==> config.mk <==
export PLATFORM = sky130hd
export DESIGN_NAME = mic_stat_display
export DESIGN_NICKNAME = d
export VERILOG_FILES = /design/src/rtl/mic_stat_display.sv
export SDC_FILE = /design/constraint.sdc
export NUM_CORES = 1
export LEC_CHECK = 0
export CORE_ASPECT_RATIO = 0.5
export CORE_MARGIN = 3
export CORE_UTILIZATION = 31
export CTS_BUF_LIST = sky130_fd_sc_hd__clkbuf_4
export DETAILED_ROUTE_END_ITERATION = 12
export DONT_BUFFER_PORTS = 1
export PLACE_DENSITY_LB_ADDON = 0.2
export REMOVE_ABC_BUFFERS = 1
export SLEW_MARGIN = 20
export SYNTH_ARGS = -nofsm -noshare
export SYNTH_HDL_FRONTEND = slang
export SYNTH_SLANG_ARGS = --single-unit
==> constraint.sdc <==
create_clock -name clock -period 6.4 [get_ports clock]
set_input_delay 1.28 -clock clock [delete_from_list [all_inputs] [get_ports clock]]
set_output_delay 1.28 -clock clock [all_outputs]
set_load 0.005 [all_outputs]
==> src/rtl/mic_stat_display.sv <==
// mic_stat_display
//
// Multi-channel microphone statistics and display capture. Every data_rdy
// strobe updates, for each channel, the latest sample, the peak magnitude
// inside the current display window and a block average over 2^AVG_LOG2
// samples. A free-running refresh counter produces a tick once every
// REFRESH_CYCLES cycles. On that tick one statistic, chosen by mode/ch_sel,
// is captured into disp_val and disp_update pulses for one cycle.

module mic_stat_display #(
  parameter int NUM_CH         = 4,
  parameter int DATA_W         = 18,
  parameter int DISP_W         = 32,
  parameter int AVG_LOG2       = 4,
  parameter int REFRESH_CYCLES = 1_000_000,
  localparam int CH_W          = (NUM_CH > 1) ? $clog2(NUM_CH) : 1
) (
  input  logic                       clock,
  input  logic                       reset_n,
  input  logic [NUM_CH*DATA_W-1:0]   data,
  input  logic                       data_rdy,
  input  logic [1:0]                 mode,
  input  logic [CH_W-1:0]            ch_sel,
  output logic [DISP_W-1:0]          disp_val,
  output logic                       disp_update
);

  // Accumulator holds a full block without overflow.
  localparam int SUM_W = DATA_W + AVG_LOG2;
  localparam int CNT_W = (REFRESH_CYCLES > 1) ? $clog2(REFRESH_CYCLES) : 1;

  localparam logic [CNT_W-1:0]    TICK_CNT = CNT_W'(REFRESH_CYCLES - 1);
  localparam logic [AVG_LOG2-1:0] BLK_LAST = '1;

  localparam logic [1:0] MODE_LATEST = 2'd0;
  localparam logic [1:0] MODE_PEAK   = 2'd1;
  localparam logic [1:0] MODE_AVG    = 2'd2;

  // Refresh timing
  logic [CNT_W-1:0] r_refresh_cnt;
  logic             w_tick;

  // Per-channel derived values for the current input
  logic signed [DATA_W-1:0] w_sample   [NUM_CH];
  logic        [DATA_W-1:0] w_abs      [NUM_CH];
  logic signed [SUM_W-1:0]  w_new_sum  [NUM_CH];
  logic                     w_blk_done [NUM_CH];

  // Per-channel statistics
  logic signed [DATA_W-1:0]   r_latest [NUM_CH];
  logic        [DATA_W-1:0]   r_peak   [NUM_CH];
  logic signed [SUM_W-1:0]    r_sum    [NUM_CH];
  logic        [AVG_LOG2-1:0] r_cnt    [NUM_CH];
  logic signed [DATA_W-1:0]   r_avg    [NUM_CH];

  // Display path
  logic [DISP_W-1:0] w_sel_val;
  logic [DISP_W-1:0] r_disp_val;
  logic              r_disp_update;

  assign w_tick      = (r_refresh_cnt == TICK_CNT);
  assign disp_val    = r_disp_val;
  assign disp_update = r_disp_update;

  // Free-running refresh counter, wraps after the tick cycle.
  always_ff @(posedge clock) begin
    // NOTE: sequential state uses non-blocking assignments so every register
    // samples the pre-edge values of its neighbours, matching real flops.
    if (!reset_n) begin
      r_refresh_cnt <= '0;
    end else if (w_tick) begin
      r_refresh_cnt <= '0;
    end else begin
      r_refresh_cnt <= r_refresh_cnt + CNT_W'(1);
    end
  end

  // Unpack channel samples and derive magnitude, next sum and block end.
  always_comb begin
    for (int c = 0; c < NUM_CH; c++) begin
      w_sample[c] = $signed(data[c*DATA_W +: DATA_W]);
      // The most negative sample maps to 2^(DATA_W-1), which still fits
      // an unsigned DATA_W value, so no saturation is needed.
      w_abs[c]      = w_sample[c][DATA_W-1] ? $unsigned(-w_sample[c])
                                            : $unsigned(w_sample[c]);
      w_new_sum[c]  = r_sum[c] + SUM_W'(w_sample[c]);
      w_blk_done[c] = (r_cnt[c] == BLK_LAST);
    end
  end

  // Per-channel latest / peak / block-average update.
  always_ff @(posedge clock) begin
    if (!reset_n) begin
      // NOTE: these per-channel arrays are flops, not RAM, so they can be
      // reset; a reset must discard partial windows and partial blocks.
      for (int c = 0; c < NUM_CH; c++) begin
        r_latest[c] <= '0;
        r_peak[c]   <= '0;
        r_sum[c]    <= '0;
        r_cnt[c]    <= '0;
        r_avg[c]    <= '0;
      end
    end else begin
      for (int c = 0; c < NUM_CH; c++) begin
        if (data_rdy) begin
          r_latest[c] <= w_sample[c];
          if (w_blk_done[c]) begin
            // Arithmetic shift floors toward minus infinity.
            r_avg[c] <= DATA_W'(w_new_sum[c] >>> AVG_LOG2);
            r_sum[c] <= '0;
            r_cnt[c] <= '0;
          end else begin
            r_sum[c] <= w_new_sum[c];
            r_cnt[c] <= r_cnt[c] + AVG_LOG2'(1);
          end
        end

        // A tick opens a new peak window; a sample in the tick cycle
        // belongs to the new window.
        if (w_tick) begin
          r_peak[c] <= data_rdy ? w_abs[c] : '0;
        end else if (data_rdy && (w_abs[c] > r_peak[c])) begin
          r_peak[c] <= w_abs[c];
        end
      end
    end
  end

  // Select the displayed statistic from the pre-update register values.
  always_comb begin
    // NOTE: default first so every path assigns w_sel_val and no latch forms.
    w_sel_val = '0;
    if (int'(ch_sel) < NUM_CH) begin
      case (mode)
        MODE_LATEST: w_sel_val = DISP_W'(r_latest[ch_sel]);
        MODE_PEAK:   w_sel_val = DISP_W'(r_peak[ch_sel]);
        MODE_AVG:    w_sel_val = DISP_W'(r_avg[ch_sel]);
        default:     w_sel_val = '0;
      endcase
    end
  end

  // Capture the selection on each tick and pulse disp_update.
  always_ff @(posedge clock) begin
    if (!reset_n) begin
      r_disp_val    <= '0;
      r_disp_update <= 1'b0;
    end else begin
      r_disp_update <= w_tick;
      if (w_tick) begin
        r_disp_val <= w_sel_val;
      end
    end
  end

endmodule

* After elaboration in Yosys (flattened, before gate mapping)
Memory sizes are Yosys's and may differ from the RTL's.
Cells that the tools add are included.
** Word-level totals
- Flip-flop bits (word level) :: 53
- Memory bits (writable) :: 320
- Input bits :: 79
- Word-level logic and storage cells :: 167
- Memories kept :: 5
** Memory list
- r_sum :: words 4, bits a word 22, rd ports 4, clocked after memory_dff 0, wr ports 4, line 52 : logic signed [SUM_W-1:0] r_sum [NUM_CH];
- r_avg :: words 4, bits a word 18, rd ports 1, clocked after memory_dff 0, wr ports 4, line 54 : logic signed [DATA_W-1:0] r_avg [NUM_CH];
- r_latest :: words 4, bits a word 18, rd ports 1, clocked after memory_dff 0, wr ports 4, line 50 : logic signed [DATA_W-1:0] r_latest [NUM_CH];
- r_peak :: words 4, bits a word 18, rd ports 5, clocked after memory_dff 0, wr ports 4, line 51 : logic [DATA_W-1:0] r_peak [NUM_CH];
- r_cnt :: words 4, bits a word 4, rd ports 4, clocked after memory_dff 0, wr ports 4, line 53 : logic [AVG_LOG2-1:0] r_cnt [NUM_CH];
** Operators by class
- Add/subtract/negate cells :: 13
- Magnitude comparators :: 4
- Eq/ne operators :: 7
- Mux-type cells :: 96
- Bitwise gates (word level) :: 33
- Reduce and logical (&&, ||, !) cells :: 6
** Operator list (count)
- $mux W18 :: 24
- $mux W22 :: 8
- $pmux W32 S3 :: 1
- $add A22 B18 Y22 :: 4
- $gt A18 B18 Y1 :: 4
- $neg A18 Y18 :: 4
- $mux W1 :: 55
- $mux W4 :: 8
- $or A1 B1 Y1 :: 32
- $add A20 B1 Y20 const B :: 1
- $eq A20 B20 Y1 const B :: 1
- $add A4 B1 Y4 const B :: 4
- $eq A4 B4 Y1 const B :: 4
- $logic_and A1 B1 Y1 :: 4
- $eq A2 B1 Y1 const B :: 1
- $eq A2 B2 Y1 const B :: 1
- $logic_not A2 Y1 :: 1
- $reduce_or A2 Y1 :: 1
- $not A1 Y1 :: 1

* Logic depth before layout (Yosys ltp)
- Depth after elaboration :: 9
- Mapped depth :: 15

* Worst setup path after synthesis
No wires, ideal clock.
- Path type :: input -> register
- From :: in data_rdy
- To :: mem r_cnt[0][0] (enable)
- Library setup time :: 0.568 ns
- Arrival time :: 6.022 ns
- Required time :: 5.832 ns
- Path slack :: -0.189 ns
- Cell stages on the path :: 3
- Path buffers :: 2
- Cells stage by stage :: clkbuf_1 clkbuf_1 nand2b_1
** RTL lines
- from (decl) :: line 21 : input logic data_rdy,
- to (decl) :: line 53

==> results.json <==
{
  "gr-total-overflow": 0,
  "setup.worst_path.end": "r_peak[1][5]$_SDFFCE_PN0P_",
  "die_y_um": 195,
  "first_pass_iters": 5,
  "track_usage": 0.186,
  "postSynthCellCount": 2035,
  "viasPerCell": 5.17,
  "cts-buffers-inserted": 96,
  "setup_viol": 0,
  "yosys_warnings": 0,
  "pwr_density_cell_nw_per_um2": 260,
  "synth_top_family_by_area": "simple AND/OR/NAND/NOR gates",
  "ioPinCount": 112,
  "hpwl_um": 52500,
  "crit_fanout": 18,
  "drcViolationCount": 0,
  "r2r_cells": 10,
  "die_w_um": 384,
  "critPathBufInv": 0,
  "critPathSlowestCell": "nand2_1",
  "max-vdd-ir-drop_v": 0.000127,
  "post-route-min-period_ns": 4.37,
  "synth_cell_types": 73,
  "cp_common_cell": "or4_1",
  "grt_pass1_vias": 15600,
  "cp.arrival_ns": 4.85,
  "routedWlPerCell_um": 22.8,
  "h-tree-depth": 3,
  "synth-edff-count": 320,
  "syn2layout_area_growth_pct": 9.74,
  "clockBufferDepth": 3,
  "skew_ns": 0.0577,
  "io_buffers": 0,
  "fill_cells": 7130,
  "hold_class": "reg2reg",
  "synthArstFlopShare": 0,
  "ctsResizeCount": 0,
  "cp.depth": 11,
  "cp-end-kind": "flop",
  "cts_setup_buffers": 0,
  "tightest_slew_ns": 1.08,
  "status": "complete, no violations",
  "synth-xor-area-share": 0.0634,
  "hold_viol": 0,
  "cellLeakagePower_nw": 9.76,
  "ant_nets": 0,
  "start_kind": "input port",
  "design_area_sq_um": 24200,
  "synth_compound_area_frac": 0.114,
  "holdBufCountCts": 0,
  "ys_seq_area_frac": 0.471,
  "clkTransAtPathRegs_ns": 0.07,
  "place.gp.congestion": 0.877,
  "reg2reg_slack_ns": 2.94,
  "clk_latency_ns": 0.90,
  "tns_ns": 0,
  "yosysTopAreaCell": "edfxtp_1",
  "rsz0062_at_grt": "false",
  "reg2reg_to": "r_avg[3][16]$_SDFFCE_PN0P_",
  "drv_cap": 0,
  "required_ns": 6.88,
  "path_cells": "or4_4 -> or4_1 -> or2_1 -> o21a_1 -> xor2_1 -> ha_1 -> nand4_1 -> or4_1 -> o221ai_1 -> o311ai_1 -> nand2_1",
  "synthTopCellsByCount": "edfxtp_1 (320), nor2_1 (253), ha_1 (165), inv_1 (134), nand2_1 (102)",
  "synth_area_leaders": "edfxtp_1 (43%), ha_1 (9.3%), mux4_2 (5.5%)",
  "dieArea_sq_um": 74700,
  "grt_pass1_wl_um": 103000,
  "synth_flop_cell": "edfxtp_1",
  "wl_um": 70200,
  "syn_area_sq_um": 22100,
  "ys_seq_elements": 360,
  "cts_root_buffer": "clkbuf_4",
  "max_freq_mhz": 229,
  "rows": 68,
  "maxSlewViolCount": 0,
  "synthSimpleGateAreaFrac": 0.150,
  "nNetsFinal": 2299,
  "yosys-mux-area-fraction": 0.0632,
  "grt_max_degree": 136,
  "total_power_mw": 6.31,
  "via_count": 15900,
  "synth_top_cell_area_share": 0.435,
  "crit_type": "in2reg",
  "synth_fa_ha_area_frac": 0.0971,
  "cts_tree": "done",
  "hold_slack_ns": 0.479,
  "crit_start": "data[29]",
  "cpPeakStageDelay_ns": 0.69,
  "core_sq_um": 69800,
  "post-route-period-util": 0.683,
  "drt-initial-drc-count": 1443,
  "r2r-start": "r_sum[3][0]$_SDFFCE_PN0P_",
  "cp_top_family": "simple AND/OR/NAND/NOR gates",
  "syn-mean-instance-area_sq_um": 10.9,
  "placed_area_sq_um": 23000,
  "drive_gt1_frac": 0.117,
  "grt_antenna_before_repair": 2,
  "synth.most_common_cell": "edfxtp_1",
  "start_util": 0.317,
  "maxSlewHeadroom": 0.262,
  "cts_sinks": 360
}
cell type report:
class                   count  area (sq um)  share of cell area
well taps                 945          1180              0.0488
repair buffers             10          87.6             0.00361
inverters                 134           503              0.0207
diodes                      5          12.5            0.000516
clock inverters            27           149             0.00614
multi-input cells        1449         10800               0.445
clock buffers             149          1120              0.0461
flip-flops and latches    360         10400               0.429
sequential cells by signal, summed over array words and instances, names as in the netlist:
register	count
r_latest	72
r_avg	72
r_refresh_cnt	20
disp_update	1
r_sum	88
disp_val	19
r_cnt	16
r_peak	72
cells in the final DEF, fill, tap and decap left out, types with 54 or more instances in the layout:
cell type and count:
xnor2_1 100, nor2_1 252, xor2_1 60, mux4_2 54
and3_1 87, o21ai_0 71, ha_1 165, nor2b_1 75
clkbuf_4 149, inv_1 134, a21oi_1 94, edfxtp_1 320
nand2_1 102
power breakdown:
part / switching, mW / internal (mW)
registers: 0.0909 / 2.76
logic: 0.765 / 0.537
clock network: 1.06 / 1.10
layer usage:
layer,wire [um],GRT usage,part of all wire
met1,32100,0.256,0.46
met3,5270,0.0509,0.075
met5,0,0,0
met4,1940,0.0592,0.028
met2,30900,0.283,0.44
cell families (layout without fill, tap and decap cells):
logic type,after synthesis,after routing
simple gates,669,669
fa+ha+maj,169,169
xor+xnor,160,160
buf+inv,226,320
flops,360,360
mux,72,72
other cells,0,5
compound gates,379,379
stage by stage:
step / setup slack (ns) / util / cells
2_1_floorplan: 0.323 / - / 1943
3_3_place_gp: 1.21 / 0.329 / 2898
3_5_place_dp: 1.21 / 0.329 / 2898
4_1_cts: 2.11 / 0.347 / 3074
5_1_grt: 1.78 / 0.347 / 3078
6_report: 2.03 / 0.347 / 3079
worst register-to-register path, stage by stage, from the launching register on:
cell,delay (ns)
edfxtp_1,0.32
ha_1,0.18
inv_1,0.07
fa_1,0.37
nor2b_1,0.23
o31ai_1,0.16
a2111oi_0,0.94
o211ai_1,0.32
a21oi_1,0.33
o21a_1,0.17
nor3_1,0.07
worst min-delay path by stage:
stage,startpoint,endpoint,slack [ns],cells past startpoint
5_1_grt,reset_n,r_refresh_cnt[1]$_SDFF_PP0_,0.50,1
4_1_cts,r_refresh_cnt[0]$_SDFF_PP0_,r_refresh_cnt[0]$_SDFF_PP0_,0.48,1
3_5_place_dp,r_refresh_cnt[0]$_SDFF_PP0_,r_refresh_cnt[0]$_SDFF_PP0_,0.47,1
3_3_place_gp,r_refresh_cnt[0]$_SDFF_PP0_,r_refresh_cnt[0]$_SDFF_PP0_,0.46,1
2_1_floorplan,r_refresh_cnt[0]$_SDFF_PP0_,r_refresh_cnt[0]$_SDFF_PP0_,0.44,1
6_report,r_refresh_cnt[0]$_SDFF_PP0_,r_refresh_cnt[0]$_SDFF_PP0_,0.48,1
(Power assumes the default switching activity.)
==> edit 1: new RTL, config.mk and constraints unchanged <==
The parameter `DISP_W` goes from 32 to 16.
--- a/src/rtl/mic_stat_display.sv
+++ b/src/rtl/mic_stat_display.sv
@@ -10,7 +10,7 @@
 module mic_stat_display #(
   parameter int NUM_CH         = 4,
   parameter int DATA_W         = 18,
-  parameter int DISP_W         = 32,
+  parameter int DISP_W         = 16,
   parameter int AVG_LOG2       = 4,
   parameter int REFRESH_CYCLES = 1_000_000,
   localparam int CH_W          = (NUM_CH > 1) ? $clog2(NUM_CH) : 1
Interface: changed (resized disp_val); port bits go from 112 to 96. No check against the original RTL was run, so the function may have changed too.
==> edit 1 against the original RTL <==
Cell count is 2.9% lower; synthesized area decreased by 4.3%; wire length is 1.2% lower; final area fell by 4.0%; power decreased by 7.4%; via count increased by 2.4%; sequential cell count down 27; setup slack got worse by 160 ps.
==> edit 1: results <==
[run_status]
status = "complete, no violations"

[drt]
routed_wl_um = 69400
num_vias = 16300
drt_iter0_markers = 1491
via_per_inst = 5.453

[place]
dp_hpwl_um = 51670
place_area_sq_um = 22150
placed_cells = 2826
place_congestion = 0.9032
dp_slack_ps = 966.3

[critical_path]
slowest_stage = "or4b_2"
cp_data_arrival_time_ps = 4880
critical-path-max-stage-delay_ps = 620

[logic_synthesis]
syn_avg_cell_area_sq_um = 10.60
synth.area.top_cells = "edfxtp_1 (42%), ha_1 (9.3%), mux4_2 (5.1%)"
synth_cell_types = 72
yosys_warnings = 0
yosysSeqAreaShare = 0.4557
synth_edf_count = 296

[grt]
first_global_vias = 15530
grt_max_degree = 96
grt_usage = 0.1920
antenna_found_initial = 7

[cts]
root_buffer = "clkbuf_4"
cts_buffers = 87
insertion_delay_ps = 840

[power_and_ir_drop]
netSwitchingFraction = 0.3106
ir_drop_v = 0.00009764

[timing]
timing.slew.headroom = 0.1885
skew_ps = 68.38

[finish]
final_nets = 2271
drive_above_1_share = 0.1194
==> edit 1: cell count changes after synthesis, sizes merged, moves of 24 or more <==
cell | unedited run | this run
a21oi | 95 | 67
edfxtp | 320 | 296
nand2 | 102 | 137
nor2 | 253 | 185
nor2b | 76 | 31
nor3 | 23 | 50
nor3b | 0 | 53
xnor2 | 100 | 71
==> edit 1: layout make-up <==
class	count	area [sq um]
well taps	884	1106
flip-flops and latches	333	9629
fillers	6750	42950
clock inverters	33	158.9
multi-input cells	1457	10760
diodes	3	7.507
clock buffers	127	953.4
inverters	131	491.7
repair buffers	21	170.2
==> edit 1: power by group through the flow <==
stage,combinational (mW),clock [mW],sequential [mW]
detailed placement,1.19,0,2.73
floorplan,0.913,0,2.66
CTS,1.20,2.00,2.69
global placement,1.18,0,2.73
finish,1.20,1.95,2.69
global route,1.35,2.12,2.70
==> edit 1: logic make-up after synthesis <==
family | Yosys count | share of synthesized area
adder cells (fa/ha/maj) | 161 | 0.09674
flip-flops | 333 | 0.4557
buffers and inverters | 203 | 0.03618
AND/OR/NAND/NOR | 738 | 0.1831
AO/OA/AOI/OAI | 373 | 0.1182
XOR/XNOR | 115 | 0.04766
multiplexers | 70 | 0.06252
==> edit 1: per-layer routing <==
metal,routed length (um),share of wire,GRT usage
met1,32090,0.46,0.2771
met2,30150,0.43,0.2914
met3,5904,0.085,0.04342
met4,1246,0.018,0.04621
met5,13,0.00019,0
==> edit 1: path summary, 6_finish.rpt <==
kind / startpoint / slack (ps) / cells past startpoint / endpoint
max reg2reg: r_peak[2][14] / 3260 / 8 / r_peak[2][13]
max: data[18] / 1870 / 14 / r_peak[1][6]
min reg2reg: disp_val[7] / 460 / 2 / disp_val[7]
min: disp_val[7] / 460 / 2 / disp_val[7]
==> edit 1: tightest hold or removal path, delay by kind of cell, from the launching register on <==
family           cells  cell delay, ps
AND/OR/NAND/NOR      2             100
flip-flops           1             320
==> edit 2: new RTL, same flow settings <==
Made on the original files. Compare `r_refresh_cnt` against `TICK_CNT` with >= in place of ==.
--- a/src/rtl/mic_stat_display.sv
+++ b/src/rtl/mic_stat_display.sv
@@ -58,7 +58,7 @@
   logic [DISP_W-1:0] r_disp_val;
   logic              r_disp_update;
 
-  assign w_tick      = (r_refresh_cnt == TICK_CNT);
+  assign w_tick      = (r_refresh_cnt >= TICK_CNT);
   assign disp_val    = r_disp_val;
   assign disp_update = r_disp_update;
 
Check against the original RTL: no difference found for any inputs over 10 cycles, from zero or initial values and one cycle with reset_n low; that may be too few to reach the edited logic, so the function may still have changed.
==> edit 2 against the original RTL <==
Global-route usage increased by 1.1 points; via count increased by 11%; synthesized area increased by 3.9%; synthesized cell count increased by 8.2%; register-to-register slack about the same; final area increased by 3.6%; power increased by 2.1%; setup slack improved by 8.1 ps; count of clock-buffer cells in the layout decreased by 8; sequential share of layout area decreased by 1.5 points; wire length increased by 10%; sequential cell count unchanged; critical endpoint is now r_peak[3][12]; highest routed layer unchanged.
==> edit 2: results <==
[grt]
antenna_found_initial = 10
grt_pass1_wl_um = 112800
grtUsageMet1 = 0.2857
grt_usage = 0.1972

[finish]
final_nets = 2452
fillCellCount = 7279
drive_above_1_share = 0.1092

[drt]
drt_iter0_markers = 1784
via_per_inst = 5.434
first_pass_iters = 6
wl_met3_um = 4947
wl_met1_um = 36560

[critical_path]
reg2reg_from = "r_sum[1][3]"
r2r_end = "r_avg[1][11]"
slowest_stage = "a21o_1"
worstSetupEndpoint = "r_peak[3][12]"
r2r_cells = 7

[place]
place_area_sq_um = 23820
placed_cells = 3065
dp_hpwl_um = 58200
place_congestion = 0.8997

[power_and_ir_drop]
leakagePower_nw = 9.946
netSwitchingFraction = 0.3112
p_per_area_nw_per_um2 = 256.7
ir_drop_v = 0.0001158

[logic_synthesis]
synthTopCellsByCount = "edfxtp_1 (320), nor2_1 (235), ha_1 (165), a21oi_1 (150), nand2_1 (147)"
yosysSeqAreaShare = 0.4533
synth.area.top_cells = "edfxtp_1 (42%), ha_1 (9.0%), mux4_2 (5.3%)"

[timing]
worstMarginPinSlew_ps = 1160
holdWs_ps = 448.9
fmax_mhz = 229.2

[run_status]
status = "complete, no violations"
==> edit 2: changes by cell type after synthesis, moves of 11 or more <==
| cell | change |
|---|---|
| o22ai_1 | -13 |
| a21oi_1 | +56 |
| nor2_1 | -18 |
| nor3_1 | +26 |
| o21ai_0 | +31 |
| xnor2_1 | -30 |
| nand2_1 | +45 |
| clkbuf_1 | +18 |
| a21o_1 | -17 |
| nand4_1 | +29 |
| a211o_1 | +11 |
| nor2b_1 | -21 |
| a22o_1 | -17 |
| nor3b_1 | +27 |
==> edit 2: layout make-up <==
cell class,count,area (sq um),share of cell area
multi-input combinational,1613,11650,0.4643
sequential,360,10410,0.4147
tap,958,1199,0.04775
clock buffer,141,1059,0.04217
inverter,124,465.4,0.01854
clock inverter,32,214.0,0.008523
timing repair buffer,10,87.58,0.003489
antenna,6,15.01,0.0005981
